$ cat src/rtl/cp0_pkg.sv
// CP0 register numbers and interrupt-line layout.
// The CP0 block and the interrupt-source stage both use these constants.
package cp0_pkg;

    localparam int CP0_INT_W      = 6;
    localparam int CP0_EXT_W      = 5;
    localparam int CP0_TIMER_LINE = 5;

    localparam logic [4:0] CP0_COUNT   = 5'd9;
    localparam logic [4:0] CP0_COMPARE = 5'd11;
    localparam logic [4:0] CP0_IRQCLR  = 5'd22;

    typedef logic [CP0_INT_W-1:0] cp0_int_t;

endpackage

$ cat src/rtl/irq_sync.sv
// One external interrupt line: synchroniser chain, then a level follower or a rising-edge pending flop.
// A stable rising input reaches irq after SYNC_STAGES+1 edges in either mode.
module irq_sync #(
    parameter int SYNC_STAGES = 2,
    parameter bit EDGE        = 1'b0
) (
    input  logic clk,
    input  logic rst,
    input  logic async_in,
    input  logic clr,
    output logic irq
);

    logic [SYNC_STAGES-1:0] r_sync;
    logic                   r_prev;
    logic                   r_irq;
    logic                   w_sync;
    logic                   w_rise;

    assign w_sync = r_sync[SYNC_STAGES-1];
    assign w_rise = w_sync & ~r_prev;
    assign irq    = r_irq;

    always_ff @(posedge clk or negedge rst) begin
        if (!rst) begin
            r_sync <= '0;
            r_prev <= 1'b0;
            r_irq  <= 1'b0;
        end else begin
            r_sync <= {r_sync[SYNC_STAGES-2:0], async_in};
            r_prev <= w_sync;
            // A new edge on the same cycle as a software clear must not be lost.
            if (EDGE) begin
                r_irq <= w_rise | (r_irq & ~clr);
            end else begin
                r_irq <= w_sync;
            end
        end
    end

endmodule

$ cat src/rtl/cp0_irq_source.sv
// Interrupt sources for CP0: five synchronised external lines plus the Count/Compare timer on line 5.
// int_ is registered; mfc0 read data is combinational from current register state.
module cp0_irq_source
    import cp0_pkg::*;
#(
    parameter int               SYNC_STAGES = 2,
    parameter int               COUNT_DIV   = 2,
    parameter logic [CP0_EXT_W-1:0] EXT_EDGE = 5'b00000
) (
    input  logic                 clk,
    input  logic                 rst,
    input  logic [CP0_EXT_W-1:0] ext_irq,
    input  logic                 we,
    input  logic [4:0]           r_reg,
    input  logic [31:0]          data_in,
    output logic [31:0]          data_out,
    output logic [CP0_INT_W-1:0] int_
);

    localparam int            PW        = (COUNT_DIV > 1) ? $clog2(COUNT_DIV) : 1;
    localparam logic [PW-1:0] PRESC_MAX = PW'(COUNT_DIV - 1);

    logic [31:0]          r_count;
    logic [31:0]          r_compare;
    logic [PW-1:0]        r_presc;
    logic                 r_tpend;

    logic                 w_tick;
    logic                 w_wr_count;
    logic                 w_wr_compare;
    logic                 w_wr_irqclr;
    logic [31:0]          w_count_inc;
    logic [CP0_EXT_W-1:0] w_ext_irq;

    assign w_tick       = (r_presc == PRESC_MAX);
    assign w_wr_count   = we && (r_reg == CP0_COUNT);
    assign w_wr_compare = we && (r_reg == CP0_COMPARE);
    assign w_wr_irqclr  = we && (r_reg == CP0_IRQCLR);
    assign w_count_inc  = r_count + 32'd1;

    for (genvar gi = 0; gi < CP0_EXT_W; gi++) begin : g_ext
        irq_sync #(
            .SYNC_STAGES (SYNC_STAGES),
            .EDGE        (EXT_EDGE[gi])
        ) u_irq_sync (
            .clk      (clk),
            .rst      (rst),
            .async_in (ext_irq[gi]),
            .clr      (w_wr_irqclr & data_in[gi]),
            .irq      (w_ext_irq[gi])
        );
    end

    always_ff @(posedge clk or negedge rst) begin
        if (!rst) begin
            r_count   <= '0;
            r_compare <= '0;
            r_presc   <= '0;
            r_tpend   <= 1'b0;
        end else begin
            // Loading Count restarts the prescaler so the next increment is a full period away.
            if (w_wr_count) begin
                r_count <= data_in;
                r_presc <= '0;
            end else begin
                r_presc <= w_tick ? '0 : r_presc + PW'(1);
                if (w_tick) begin
                    r_count <= w_count_inc;
                end
            end

            if (w_wr_compare) begin
                r_compare <= data_in;
            end

            if (w_wr_compare) begin
                r_tpend <= 1'b0;
            end else if (w_tick && !w_wr_count && (w_count_inc == r_compare)) begin
                r_tpend <= 1'b1;
            end
        end
    end

    assign int_[CP0_TIMER_LINE]     = r_tpend;
    assign int_[CP0_EXT_W-1:0]      = w_ext_irq;

    always_comb begin
        data_out = 32'd0;
        case (r_reg)
            CP0_COUNT:   data_out = r_count;
            CP0_COMPARE: data_out = r_compare;
            CP0_IRQCLR:  data_out = {{(32-CP0_INT_W){1'b0}}, int_};
            default:     data_out = 32'd0;
        endcase
    end

endmodule

$ cat config.mk
export PLATFORM = sky130hd
export DESIGN_NAME = cp0_irq_source
export DESIGN_NICKNAME = d
export VERILOG_FILES = /design/src/rtl/cp0_pkg.sv /design/src/rtl/irq_sync.sv /design/src/rtl/cp0_irq_source.sv
export SDC_FILE = /design/constraint.sdc
export NUM_CORES = 1
export LEC_CHECK = 0
export CORE_UTILIZATION = 50
export CTS_BUF_LIST = sky130_fd_sc_hd__clkbuf_8
export DETAILED_ROUTE_END_ITERATION = 10
export HOLD_SLACK_MARGIN = 0.06
export PLACE_DENSITY = 0.79
export SYNTH_ARGS = -nofsm -noshare
export SYNTH_HDL_FRONTEND = slang
export SYNTH_SLANG_ARGS = --single-unit
$ cat constraint.sdc
create_clock -name clk -period 2.5 [get_ports clk]
set_input_delay 0.375 -clock clk [delete_from_list [all_inputs] [get_ports clk]]
set_output_delay 0.375 -clock clk [all_outputs]
set_load 0.03 [all_outputs]
==> metrics.cfg <==
[layout]
postLayoutCellArea_sq_mm = 0.006217
final_cell_mix = 78 x dfrtp_1, 70 x nor2_1, 65 x buf_4
drive_gt1_frac = 0.2244
final_core_util = 0.6603
area_growth_pct = 25.48
nets = 656
antennaDiodeCount = 0
layoutNonFillerInstCount = 744
final_common_cell = dfrtp_1

[worst_hold_path]
hold_path.class = register to register
min_from = g_ext[0].u_irq_sync.r_sync[1]$_DFF_PN0_

[pwr]
power.leakage_nw = 2.638
p_int_mw = 3.024
p_per_area_mw_per_mm2 = 785.6
peakVddDrop_v = 0.0003599
p_seq_frac = 0.401
p_sw_frac = 0.3809
p_sw_mw = 1.860
combinationalPowerShare = 0.395
p_clk_frac = 0.204

[timing]
fin_skew_ns = 0.01230
rsz0062_at_grt = false
hold_viol_final = 0
timing.fmax_mhz = 420.1
hold_ws_ns = 0.3501
fin_crit_ns = 2.381
max_slew_margin = 0.6580
worst_pin_slew_ns = 0.5063
worst_slack_ns = 0.1195
period_share = 0.9522
setup_violations = 0
final_max_slew_viol_count = 0

[setup_path]
crit_start = r_count[1]$_DFFE_PN0N_
path_class = register to register
crit_chain = ha_4 -> xor2_1 -> nor2_1 -> nand4_1 -> or4_1 -> or4_1 -> nor4_2 -> a31o_1
cp-start-kind = register
crit_top_cell = or4_1
cp.required_ns = 2.80
cpMaxStageDelayCell = or4_1
crit_family = simple AND/OR/NAND/NOR gates
cp_max_fo = 2
cp.arrival_ns = 2.68
path_buf_inv = 0
reg2reg_from = r_count[1]$_DFFE_PN0N_
max_stage_delay_ns = 0.51
end_kind = register

[drt]
drt_iter0_drc = 382
wirelength_mm = 12.66
antenna_left = 0
vias = 4280
vias_per_cell = 5.753
drt_pass1_iterations = 5
drc_errors = 0
wire_per_inst_um = 17.02

[placement]
place.gp.congestion = 0.8788
place_ws_ns = -0.04410
dp.final_hpwl_mm = 8.912
io_buffer_count = 82
placedCellCount = 725
placed_area_sq_mm = 0.005906

[floorplan]
core.rowCount = 35
core_sq_mm = 0.009415
start_util = 0.5262
die_x_um = 101.5
die_area_sq_mm = 0.01031
die_h_um = 101.5
pin_count = 83

[clock_network]
cts_buffers = 9
cts_max_level = 3
ctsRootBufferMaster = clkbuf_8
cts.path.max_buffers = 2
clkSlewWorstSetupHoldPaths_ns = 0.09
cts_tree = yes
clock-sinks = 81
worstSkewPairLatency_ns = 0.36

[synth]
synthDominantCellAreaShare = 0.4091
synth_area_sq_mm = 0.004955
synthTopCellsByArea = dfrtp_1 41%, mux2_2 7.5%, xnor2_1 7.2%
synth_top_area_cell = dfrtp_1
synth_edf_count = 0
syn_inst = 527
ys_types = 43
synth-seq-cells = 81
synth.avg_cell_area_sq_um = 9.402
synth_flop_cell = dfrtp_1
yosysWarnings = 0
yosysSeqAreaShare = 0.4091
synth_nets = 573
async_flop_share = 1.000

[global_routing]
grt_pass1_wl_mm = 20.60
grt_max_degree = 82
antenna_found_initial = 0
grt_usage = 0.2588
gr-total-overflow = 0
grt_pass1_vias = 4274

[status]
outcome = complete, no violations

[job]
drv_cap = 0

-- synth_stat cells (all sizes together), types with 2 or more instances --
cell type	number
nor4	8
xnor2	41
nand4	12
and4	7
nand2	32
mux2i	34
dfrtp	81
buf	13
or4	4
clkbuf	35
o31ai	2
and2	3
and3	10
nor2	72
nand4b	2
xor2	36
mux2	33
a31oi	4
a21boi	2
inv	2
o22ai	2
o21ai	13
nor4bb	2
a21oi	33
nor3	9
nand3	24
-- path summary, 6_finish.rpt --
path                                                          end  slack, ns  cells past startpoint
worst max-delay path                          r_tpend$_DFFE_PN0P_       0.12                      8
worst min-delay path            g_ext[0].u_irq_sync.irq$_DFF_PN0_       0.35                      0
worst max register to register                r_tpend$_DFFE_PN0P_       0.12                      8
worst min register to register  g_ext[0].u_irq_sync.irq$_DFF_PN0_       0.35                      0
max in group asynchronous                  r_count[3]$_DFFE_PN0N_       1.57                      3
min in group asynchronous                r_compare[8]$_DFFE_PN0P_       0.58                      3
-- metrics by stage --
stage,power (mW),setup TNS (ns)
2_1_floorplan,3.129,0
3_3_place_gp,3.651,0
3_5_place_dp,3.728,-0.04410
4_1_cts,4.823,0
5_1_grt,5.133,0
6_report,4.884,0
-- cells by family (layout without fill, tap and decap cells) --
family,after synthesis,count (layout),synth area share
XOR/XNOR,77,77,0.1361
AO/OA/AOI/OAI,62,62,0.07020
adder cells (fa/ha/maj),1,1,0.002525
flip-flops,81,81,0.4091
buffers and inverters,50,138,0.04621
AND/OR/NAND/NOR,189,189,0.1922
multiplexers,67,67,0.1437
-- cell type report --
type                            count  area (sq um)
Tap cell                          129         161.4
Inverter                            2         7.507
Sequential cell                    81          2031
Fill cell                         777          3198
Multi-Input combinational cell    396          2768
Clock inverter                      7         77.57
Clock buffer                        9         123.9
Timing Repair Buffer              120          1049
-- metal layers --
layer	GRT usage	up-vias	wire length, um
met5	0	-	0
met3	0.03520	28	746
met1	0.3505	2086	5685
li1	-	1990	-
met4	0.1148	0	273
met2	0.4153	176	5959
-- power groups by stage --
stage / logic [mW] / clock network [mW] / registers (mW)
floorplan: 1.32 / 0 / 1.81
global placement: 1.73 / 0 / 1.92
detailed placement: 1.77 / 0 / 1.95
CTS: 1.87 / 1.00 / 1.94
global route: 2.07 / 1.07 / 1.99
finish: 1.93 / 0.998 / 1.96
-- repair_timing --
item / 4_1_cts / 5_1_grt
gates cloned: 0 / 0
endpoints found under the setup margin: 1 / 1
buffers inserted: 2 / 0
hold endpoints to repair: 27 / 0
gates resized for setup: 14 / 7
pin swaps: 7 / 2
hold buffers: 1 / 0
-- registers in the layout, summed over array words and instances (netlist names) --
register,cells
r_count,32
g_ext.u_irq_sync.irq,5
g_ext.u_irq_sync.r_sync,10
r_tpend,1
r_presc,1
r_compare,32
Power figures use the tool's default switching activity.
